## config.mk

```make
export PLATFORM = sky130hd
export DESIGN_NAME = nibble_serial_adder
export DESIGN_NICKNAME = d
export VERILOG_FILES = /design/src/rtl/nibble_serial_adder_pkg.sv /design/src/rtl/nibble_serial_adder_cla.sv /design/src/rtl/nibble_serial_adder.sv
export SDC_FILE = /design/constraint.sdc
export NUM_CORES = 1
export LEC_CHECK = 0
export ABC_AREA = 1
export CORE_UTILIZATION = 52
export CTS_BUF_LIST = sky130_fd_sc_hd__clkbuf_16
export DETAILED_ROUTE_END_ITERATION = 8
export GPL_TIMING_DRIVEN = 1
export PLACE_DENSITY = 0.81
export SETUP_SLACK_MARGIN = 0.4
export SYNTH_ARGS = -nofsm -noshare
export SYNTH_HDL_FRONTEND = slang
export SYNTH_SLANG_ARGS = --single-unit
```

## constraint.sdc

```tcl
create_clock -name clk -period 3.2 [get_ports clk]
set_input_delay 0.64 -clock clk [delete_from_list [all_inputs] [get_ports clk]]
set_output_delay 0.64 -clock clk [all_outputs]
set_load 0.01 [all_outputs]
```

## src/rtl/nibble_serial_adder_pkg.sv

```systemverilog
// nibble_serial_adder_pkg: shared state encoding and nibble sizing helpers
package nibble_serial_adder_pkg;
    localparam logic [1:0] S_IDLE = 2'b00;
    localparam logic [1:0] S_RUN  = 2'b01;
    localparam logic [1:0] S_DONE = 2'b10;
    localparam int NIB_W = 4;
    function automatic int nib_count(input int width);
        return width / NIB_W;
    endfunction
    function automatic int idx_width(input int width);
        return $clog2(width / NIB_W);
    endfunction
endpackage

```

## src/rtl/nibble_serial_adder_cla.sv

```systemverilog
// cla_4: combinational 4-bit carry-lookahead adder
module cla_4 (
    input  logic [3:0] a_i,
    input  logic [3:0] b_i,
    input  logic       c_i,
    output logic [3:0] sum_o,
    output logic       c_o
);
    logic [3:0] g, p;
    logic [4:0] c;
    assign g = a_i & b_i;
    assign p = a_i ^ b_i;
    assign c[0] = c_i;
    assign c[1] = g[0] | (p[0] & c[0]);
    assign c[2] = g[1] | (p[1] & g[0]) | (p[1] & p[0] & c[0]);
    assign c[3] = g[2] | (p[2] & g[1]) | (p[2] & p[1] & g[0]) | (p[2] & p[1] & p[0] & c[0]);
    assign c[4] = g[3] | (p[3] & g[2]) | (p[3] & p[2] & g[1]) | (p[3] & p[2] & p[1] & g[0])
                | (p[3] & p[2] & p[1] & p[0] & c[0]);
    assign sum_o = p ^ c[3:0];
    assign c_o   = c[4];
endmodule

```

## src/rtl/nibble_serial_adder.sv

```systemverilog
// nibble_serial_adder: multi-cycle add/sub, one nibble per clock through a single cla_4
module nibble_serial_adder
    import nibble_serial_adder_pkg::*;
#(
    parameter int WIDTH = 32
) (
    input  logic             clk,
    input  logic             rst,
    input  logic             in_valid,
    output logic             in_ready,
    input  logic [WIDTH-1:0] in_a,
    input  logic [WIDTH-1:0] in_b,
    input  logic             in_sub,
    output logic             out_valid,
    input  logic             out_ready,
    output logic [WIDTH-1:0] out_sum,
    output logic             out_cout,
    output logic             out_ovf,
    output logic             out_zero
);
    localparam int NIB   = nib_count(WIDTH);
    localparam int IDX_W = idx_width(WIDTH);

    if (WIDTH % NIB_W != 0 || WIDTH < 8) begin : g_bad_width
        $error("WIDTH must be a multiple of 4 and at least 8");
    end

    logic [1:0]       state_q, state_d;
    logic [WIDTH-1:0] a_q, a_d, b_q, b_d, sum_q, sum_d;
    logic             c_q, c_d;
    logic [IDX_W-1:0] idx_q, idx_d;
    logic [3:0]       nib_sum;
    logic             nib_cout;

    cla_4 u_cla (
        .a_i  (a_q[{idx_q, 2'b00} +: NIB_W]),
        .b_i  (b_q[{idx_q, 2'b00} +: NIB_W]),
        .c_i  (c_q),
        .sum_o(nib_sum),
        .c_o  (nib_cout)
    );

    always_comb begin
        state_d = state_q;
        a_d     = a_q;
        b_d     = b_q;
        sum_d   = sum_q;
        c_d     = c_q;
        idx_d   = idx_q;
        if (state_q == S_IDLE && in_valid) begin
            a_d     = in_a;
            b_d     = in_sub ? ~in_b : in_b;
            c_d     = in_sub;
            sum_d   = '0;
            idx_d   = '0;
            state_d = S_RUN;
        end
        if (state_q == S_RUN) begin
            sum_d[{idx_q, 2'b00} +: NIB_W] = nib_sum;
            c_d     = nib_cout;
            idx_d   = idx_q + 1'b1;
            state_d = (idx_q == IDX_W'(NIB - 1)) ? S_DONE : S_RUN;
        end
        if (state_q == S_DONE && out_ready) state_d = S_IDLE;
    end

    always_ff @(posedge clk) begin
        if (rst) begin
            state_q <= S_IDLE;
            a_q     <= '0;
            b_q     <= '0;
            sum_q   <= '0;
            c_q     <= 1'b0;
            idx_q   <= '0;
        end else begin
            state_q <= state_d;
            a_q     <= a_d;
            b_q     <= b_d;
            sum_q   <= sum_d;
            c_q     <= c_d;
            idx_q   <= idx_d;
        end
    end

    assign in_ready  = state_q == S_IDLE;
    assign out_valid = state_q == S_DONE;
    assign out_sum   = sum_q;
    assign out_cout  = c_q;
    assign out_ovf   = (a_q[WIDTH-1] == b_q[WIDTH-1]) && (sum_q[WIDTH-1] != a_q[WIDTH-1]);
    assign out_zero  = ~|sum_q;
endmodule

```

==> flow_summary_export.csv <==
group,metric,value,unit
outcome,status,"finished, final reports clean",
sta,relSlewSlack,0.4124,
sta,fin_crit,2.573,ns
logic_synthesis,syn-num-nets,770,
sta,clock_skew,0.007119,ns
sta,worst_slew_pin_slew,0.8814,ns
layout,drive_gt1_frac,0.07912,
logic_synthesis,ys.flop_type,"dfxtp_1",
logic_synthesis,ys_warn_count,0,
die,start_util,0.5361,
clocking,postCtsSetupRepairBufs,0,
pwr,leakagePower,2.645,nW
min_path,min_path_cells,2,
die,die_area,10440,sq um
die,die_h,102.2,microns
placement,portBuffers,105,
critical_path,cp.required,2.56,ns
sta,max_freq,388.6,MHz
clocking,postCtsHoldBufs,0,
critical_path,arrival,1.93,ns
logic_synthesis,synth_top_area_share,0.3915,
logic_synthesis,yosys-top-cells-count,"nor2_1, dfxtp_1, o21ai_0",
clocking,cts.sinks,102,
logic_synthesis,synth_area_leaders,"dfxtp_1, nor2_1, o21ai_0, a21oi_1, nand2_1",
sta,setup_ws,0.6268,ns
layout,area_growth,26.12,%
logic_synthesis,synthCells,688,
clocking,root_buffer,"clkbuf_16",
critical_path,end_kind,"output port",
clocking,clkTransAtPathRegs,0.07,ns
drt,drc,0,
placement,place_ws,0.5278,ns
layout,multi_input_area,2748,sq um
min_path,hp-class,"reg -> reg",
sta,setup_tns,0,ns
layout,stdcell_count,904,
global_route,grt_pass1_vias,4698,
pwr,ir_worst_vdd,0.0002729,V
critical_path,rr_endpoint,"out_sum[15]$_SDFF_PP0_",
critical_path,r2r_setup_slack,0.65,ns
layout,n_antenna_cell,0,
placement,hpwlAfterDp,9.540,mm
layout,final_net_count,848,
clocking,cts-htree-levels,3,
logic_synthesis,syn_area,5216,sq um
min_path,holdPathEnd,"b_q[25]$_SDFFE_PP0P_",
clocking,cts_tree,"yes",
die,io_pins,106,
drt,routed_wl,13.39,mm
global_route,grt-ovfl-total,0,
pwr,power_density,499.8,nW/um^2
drt,drt_iter0_drc,341,
layout,regArea,2043,sq um
drt,route.vias.total,4972,
global_route,antenna_found_initial,0,
die,core,9729,sq um
layout,num-fill-cells,818,
clocking,insertion_delay,0.34,ns
critical_path,path_max_fanout,3,
placement,place_inst,888,
logic_synthesis,synth_edf_count,0,
global_route,grt_max_degree,67,
critical_path,worst_setup_path_start_kind,"flop",
run,drv_cap,0,
die,die_width,102.2,microns
drt,wire_per_inst,14.81,microns
clocking,cts_buffers,9,
sta,finalCritPeriodShare,0.8041,
drt,dr.pass1.iters,5,
logic_synthesis,async_flop_share,0,
drt,via_per_inst,5.500,
logic_synthesis,synth.avg_cell_area,7.582,sq um
drt,postRouteAntennaNets,0,
global_route,grt_pass1_wl,21.66,mm
logic_synthesis,ys_seq_area_frac,0.3915,
clocking,cts_buffer_depth,2,
sta,rsz0062_at_grt,"false",
global_route,grt_usage,0.2656,
sta,hold_viol_final,0,
sta,setup_violations,0,
critical_path,r2r-start,"idx_q[1]$_SDFFE_PP0P_",
placement,gp_congestion,0.8877,
critical_path,crit_type,"reg -> out",
logic_synthesis,ys_ff_latch,102,
min_path,min-delay-start,"b_q[25]$_SDFFE_PP0P_",
logic_synthesis,ys_types,42,
logic_synthesis,synth_area_leader_cell,"dfxtp_1",
logic_synthesis,synth.most_common_cell,"nor2_1",
clocking,cts_resized,0,
die,rows,36,
sta,drv_slew,0,
critical_path,reg2reg_depth,14,
-- sequential cells by signal (all words and copies together), names as in the netlist --
register / cells
a_q: 32
b_q: 32
idx_q: 3
out_cout: 1
out_sum: 32
state_q: 2
-- per-layer routing --
| metal | part of all wire | wire, microns | global-route usage |
|---|---|---|---|
| met5 | 0 | 0 | 0 |
| met4 | 0.021 | 281 | 0.1044 |
| met3 | 0.066 | 885 | 0.03625 |
| met2 | 0.49 | 6523 | 0.4636 |
| met1 | 0.43 | 5702 | 0.3313 |
-- report_power, final --
group,switching [W],internal (W),total [W]
Combinational,0.000426,0.000280,0.000706
Sequential,0.0000503,0.00136,0.00141
Clock,0.000489,0.000688,0.00118
-- worst max-delay path by stage --
stage,startpoint,to,slack [ns],depth (start not counted)
floorplan,idx_q[0]$_SDFFE_PP0P_,out_sum[9]$_SDFF_PP0_,0.85,14
global placement,idx_q[1]$_SDFFE_PP0P_,out_sum[9]$_SDFF_PP0_,0.71,13
detailed placement,idx_q[1]$_SDFFE_PP0P_,out_sum[23]$_SDFF_PP0_,0.53,14
CTS,idx_q[1]$_SDFFE_PP0P_,out_sum[31]$_SDFF_PP0_,0.50,14
global route,idx_q[1]$_SDFFE_PP0P_,out_sum[15]$_SDFF_PP0_,0.40,14
finish,out_sum[2]$_SDFF_PP0_,out_zero,0.63,4
-- final cells by class --
cell class / count / share of cell area
Clock buffer: 9 / 0.03423
Clock inverter: 7 / 0.01464
Inverter: 46 / 0.02891
Multi-Input combinational cell: 494 / 0.4177
Sequential cell: 102 / 0.3106
Tap cell: 133 / 0.02529
Timing Repair Buffer: 113 / 0.1687
-- placed cells by master (no fill, tap or decap), types with 2 or more instances in the layout --
master	count
clkdlybuf4s50_1	104
bufinv_16	2
nor2_2	2
nand2_1	87
inv_4	2
inv_2	5
nor4_1	8
nand3_1	14
inv_1	36
a31oi_1	6
o21ai_0	89
a21oi_1	71
a211oi_2	13
nand4_4	6
ha_1	12
nand4_1	8
xnor2_1	16
o21ai_1	3
inv_6	2
nor2_1	120
xor2_1	17
clkinv_1	3
a211oi_1	3
dfxtp_1	101
buf_4	7
clkbuf_16	9
clkinvlp_4	2
o22ai_1	6
-- worst max-delay path, stage by stage (launching register included) --
cell and delay (ns):
dfxtp_1 0.33, nor4_1 0.45, nand4_1 0.14, nor2_1 0.13
clkdlybuf4s50_1 0.54
-- cell families (layout without fill, tap and decap cells) --
| kind of cell | after synthesis | in the layout | synth area share |
|---|---|---|---|
| compound gates | 195 | 195 | 0.2125 |
| xor+xnor | 33 | 33 | 0.05541 |
| fa+ha+maj | 13 | 13 | 0.03262 |
| buf+inv | 92 | 175 | 0.08179 |
| flops | 102 | 102 | 0.3915 |
| simple gates | 253 | 253 | 0.2262 |
-- through the flow --
stage | instance area [sq um] | power, W | util | hold WS (ns)
global placement | 6250 | 0.002094 | 0.6424 | 0.4501
floorplan | 5216 | 0.001900 | - | 0.4291
global route | 6579 | 0.003426 | 0.6762 | 0.4874
finish | 6579 | 0.003288 | 0.6762 | 0.4685
detailed placement | 6250 | 0.002123 | 0.6424 | 0.4544
CTS | 6571 | 0.003277 | 0.6754 | 0.4647
(Power assumes the default switching activity.)
==> variant 1, RTL diff (same flow settings) <==
Register the output `out_ovf`, with the module's reset; this adds one clock of latency there. The other outputs are not delayed to match.
--- a/src/rtl/nibble_serial_adder.sv
+++ b/src/rtl/nibble_serial_adder.sv
@@ -87,5 +87,11 @@
     assign out_sum   = sum_q;
     assign out_cout  = c_q;
-    assign out_ovf   = (a_q[WIDTH-1] == b_q[WIDTH-1]) && (sum_q[WIDTH-1] != a_q[WIDTH-1]);
+    always_ff @(posedge clk) begin
+        if (rst) begin
+            out_ovf <= '0;
+        end else begin
+            out_ovf <= (a_q[WIDTH-1] == b_q[WIDTH-1]) && (sum_q[WIDTH-1] != a_q[WIDTH-1]);
+        end
+    end
     assign out_zero  = ~|sum_q;
 endmodule
Check against the original RTL: not equivalent (a bounded check fails within 4 cycles, from zero or initial values and one cycle with rst high).
==> variant 1 against the unedited design <==
  * Wire length fell by 2.7%
  * Worst setup slack got worse by 0.059 ns
  * Sequential share of layout area is 1.2 points higher
  * Count of clock-buffer cells in the layout did not move
  * Combinational power decreased by 4.8%
  * Cell area shrank 2.8%
  * Non-clock buffer count grew 2
  * Critical path depth rose by 5
  * Synthesized area is 4.0% lower
  * Power decreased by 4.0%
  * Sequential cell count rose by 1
  * Critical endpoint is now out_sum[25]
  * Largest cell class unchanged
==> variant 1: results (changes against the unedited design) <==
| Metric | Value |
|---|---|
| Max Clock Skew | 0.00811 ns (+0.000994 ns) |
| Synth cell count leaders | 122 x nor2_1, 103 x dfxtp_1, 92 x o21ai_0, 88 x nand2_1, 73 x a21oi_1 |
| Starting DRT DRC Count | 310 (-9.1%) |
| Critical-path cell with the highest stage delay | dfxtp_1 |
| Hpwl dp | 9220 um (-3.4%) |
| Status | finished clean |
| Leak | 2.62 nW (-0.99%) |
| DR vias | 4,902 (-1.4%) |
| Proportion of layout cells with a drive suffix above 1 | 0.0543 (-0.0248) |
| Max transition margin | 0.404 (-0.00864) |
| Placer Congestion | 0.852 (-4.0%) |
| Peak supply drop | 0.000259 V (-5.1%) |
| Switch share | 0.288 (-0.00500) |
| Final nets | 851 (+0.35%) |
| Vias in the first global route | 4,599 (-2.1%) |
| Critical R2R Launch | idx_q[2] |
| Routed wire length | 13,000 um (-2.7%) |
| Grt met3 use | 0.0411 (+0.00483) |
| Met2 wire len | 6150 um (-5.8%) |
| Max incr delay on CP | 0.70 ns (+0.16 ns) |
| Synth top area cells | dfxtp_1 41%, o21ai_0 9.2%, nor2_1 9.1% |
| M1 WL | 5770 um (+1.1%) |
| Skew-Pair Late Insertion Delay | 0.34 ns (about the same) |
| Avg Synthesized Cell Area | 7.28 um^2 (-4.0%) |
| GRT Total Usage | 0.269 (+0.00327) |
| Placed Area | 6070 um^2 (-2.9%) |
| Share of the yosys chip area belonging to registers | 0.412 (+0.0203) |
| First-pass GRT wire length | 21,500 um (-0.70%) |
| Largest net degree at the start of global routing | 96 (+43%) |
| Placed Instances | 886 (-0.23%) |
| Global routing met1 resource utilization | 0.351 (+0.0193) |
variant 1: changes by cell type after synthesis, moves of 4 or more:
cell	before	now
inv_1	36	42
buf_2	17	21
a211oi_1	3	16
nand4_4	6	0
a211oi_2	13	0
variant 1: how the worst min path moves through the flow:
| stage | from | end | slack (ns) | cells after the start |
|---|---|---|---|---|
| global route | b_q[5] | b_q[5] | 0.49 | 2 |
| CTS | b_q[4] | b_q[4] | 0.46 | 2 |
| detailed placement | b_q[4] | b_q[4] | 0.45 | 2 |
| floorplan | b_q[4] | b_q[4] | 0.43 | 2 |
| finish | b_q[4] | b_q[4] | 0.46 | 2 |
| global placement | b_q[25] | b_q[25] | 0.44 | 2 |
variant 1: per-stage QoR:
| step | worst slack [ns] | total power [mW] |
|---|---|---|
| 6_report | 0.568 | 3.16 |
| 5_1_grt | 0.401 | 3.30 |
| 4_1_cts | 0.497 | 3.14 |
| 3_5_place_dp | 0.555 | 2.09 |
| 3_3_place_gp | 0.628 | 2.07 |
| 2_1_floorplan | 0.839 | 1.87 |
variant 1: cells by family (layout without fill, tap and decap cells):
kind of cell,after synthesis,in the layout,synth area share
DFF,103,103,0.412
AOI/OAI and AO/OA,197,197,0.209
adders and majority gates,13,13,0.0340
and+or+nand+nor,250,250,0.209
xor gates and xnor gates,33,33,0.0577
buffers and inverters,92,177,0.0780
variant 1: area by class of cell:
class,instances,area (um^2)
flip-flops and latches,103,2060
inverters,47,183
clock buffers,9,225
repair buffers,115,1130
multi-input cells,493,2560
fillers,796,2890
clock inverters,6,63.8
well taps,129,161
variant 1: power by group through the flow:
stage	sequential [mW]	combinational, mW	clock [mW]
floorplan	1.43	0.433	0
global placement	1.44	0.633	0
detailed placement	1.44	0.650	0
CTS	1.41	0.657	1.07
global route	1.43	0.749	1.13
finish	1.42	0.672	1.07
==> variant 2, RTL diff (config.mk and constraints unchanged) <==
Without the edit above. Set the parameter `WIDTH` to 16 (it was 32).
--- a/src/rtl/nibble_serial_adder.sv
+++ b/src/rtl/nibble_serial_adder.sv
@@ -3,5 +3,5 @@
     import nibble_serial_adder_pkg::*;
 #(
-    parameter int WIDTH = 32
+    parameter int WIDTH = 16
 ) (
     input  logic             clk,
Interface: changed (resized in_a, in_b and out_sum); port bits go from 106 to 58. No check against the original RTL was run, so the function may have changed too.
==> variant 2 against the unedited design <==
  * Cell area is 49% lower
  * Combinational power is 46% lower
  * Power is 50% lower
  * First-iteration DRC count is 43% lower
  * Maximum frequency is 6.9% higher
  * Synthesized area is 50% lower
  * Worst setup slack better by 0.17 ns
  * Sequential cell count is 49 lower
  * Wire length is 57% lower
  * Core utilization is 2.3 points higher
  * Synthesized cell count is 51% lower
  * Largest power group unchanged
==> variant 2: results (changes against the unedited design) <==
| Metric | Value |
|---|---|
| CP top delay family | buffers and inverters |
| First-pass GRT wire length | 9970 um (-54%) |
| Peak supply drop | 0.000321 V (+18%) |
| Post-synthesis cell count | 340 (-51%) |
| Vias in the first global route | 2,234 (-52%) |
| Final Non-Filler Cells | 457 (-49%) |
| Met3 Routed Length | 264 um (-70%) |
| Synthesized Nets | 388 (-50%) |
| Final nets | 437 (-48%) |
| Complex-gate fraction of the synthesized area | 0.182 (-0.0307) |
| Sw power | 0.473 mW (-51%) |
| Global routing met1 resource utilization | 0.288 (-0.0435) |
| Hpwl dp | 4210 um (-56%) |
| Placed Area | 3210 um^2 (-49%) |
| Placer Congestion | 0.837 (-5.7%) |
| Comb group | 0.384 mW (-46%) |
| Grt met3 use | 0.0331 (-0.00310) |
| Max incr delay on CP | 0.35 ns (-0.19 ns) |
| Htree depth | 2 (-1) |
| Synth cell count leaders | 77 x nor2_1, 53 x dfxtp_1, 34 x o21ai_0, 26 x nand2_1, 23 x nand3_1 |
| Leak | 1.27 nW (-52%) |
| Skew-Pair Late Insertion Delay | 0.29 ns (-0.05 ns) |
| Largest net degree at the start of global routing | 37 (-45%) |
| Met2 wire len | 2930 um (-55%) |
| Adder-cell share of the synthesized area | 0.0557 (+0.0230) |
| Routed wire length | 5760 um (-57%) |
| GRT Total Usage | 0.241 (-0.0249) |
| Distinct cells, synth | 31 (-26%) |
| Placed Instances | 449 (-49%) |
| Xor/xnor cell area share of the yosys netlist | 0.0605 (+0.00505) |
| Status | finished clean |
| Critical-path cell with the highest stage delay | o22ai_1 |
| Filler cells | 409 (-50%) |
| I/O Buffers | 57 (-46%) |
| M2 GR Usage | 0.444 (-0.0192) |
variant 2: worst paths after layout:
kind	start	to	slack, ns	depth (start not counted)
worst min register to register	a_q[8]	a_q[8]	0.49	2
worst max register to register	idx_q[0]	out_sum[14]	0.79	11
worst max-delay path	idx_q[0]	out_sum[14]	0.79	11
worst min-delay path	a_q[8]	a_q[8]	0.49	2
variant 2: worst min-delay path, delay by kind of cell (launching register included):
| family | cells | cell delay (ns) |
|---|---|---|
| flops | 1 | 0.33 |
| simple gates | 2 | 0.13 |
variant 2: layout make-up:
class | count | area, um^2 | area share
clock buffer | 5 | 125 | 0.0374
clock inverter | 3 | 17.5 | 0.00523
inverter | 15 | 56.3 | 0.0168
multi-input combinational | 252 | 1400 | 0.417
sequential | 53 | 1060 | 0.317
tap | 67 | 83.8 | 0.0250
timing repair buffer | 62 | 608 | 0.182
variant 2: through the flow:
stage	util	setup WS [ns]
floorplan	-	1.09
global placement	0.670	0.858
detailed placement	0.670	0.834
CTS	0.700	0.845
global route	0.700	0.609
finish	0.700	0.792
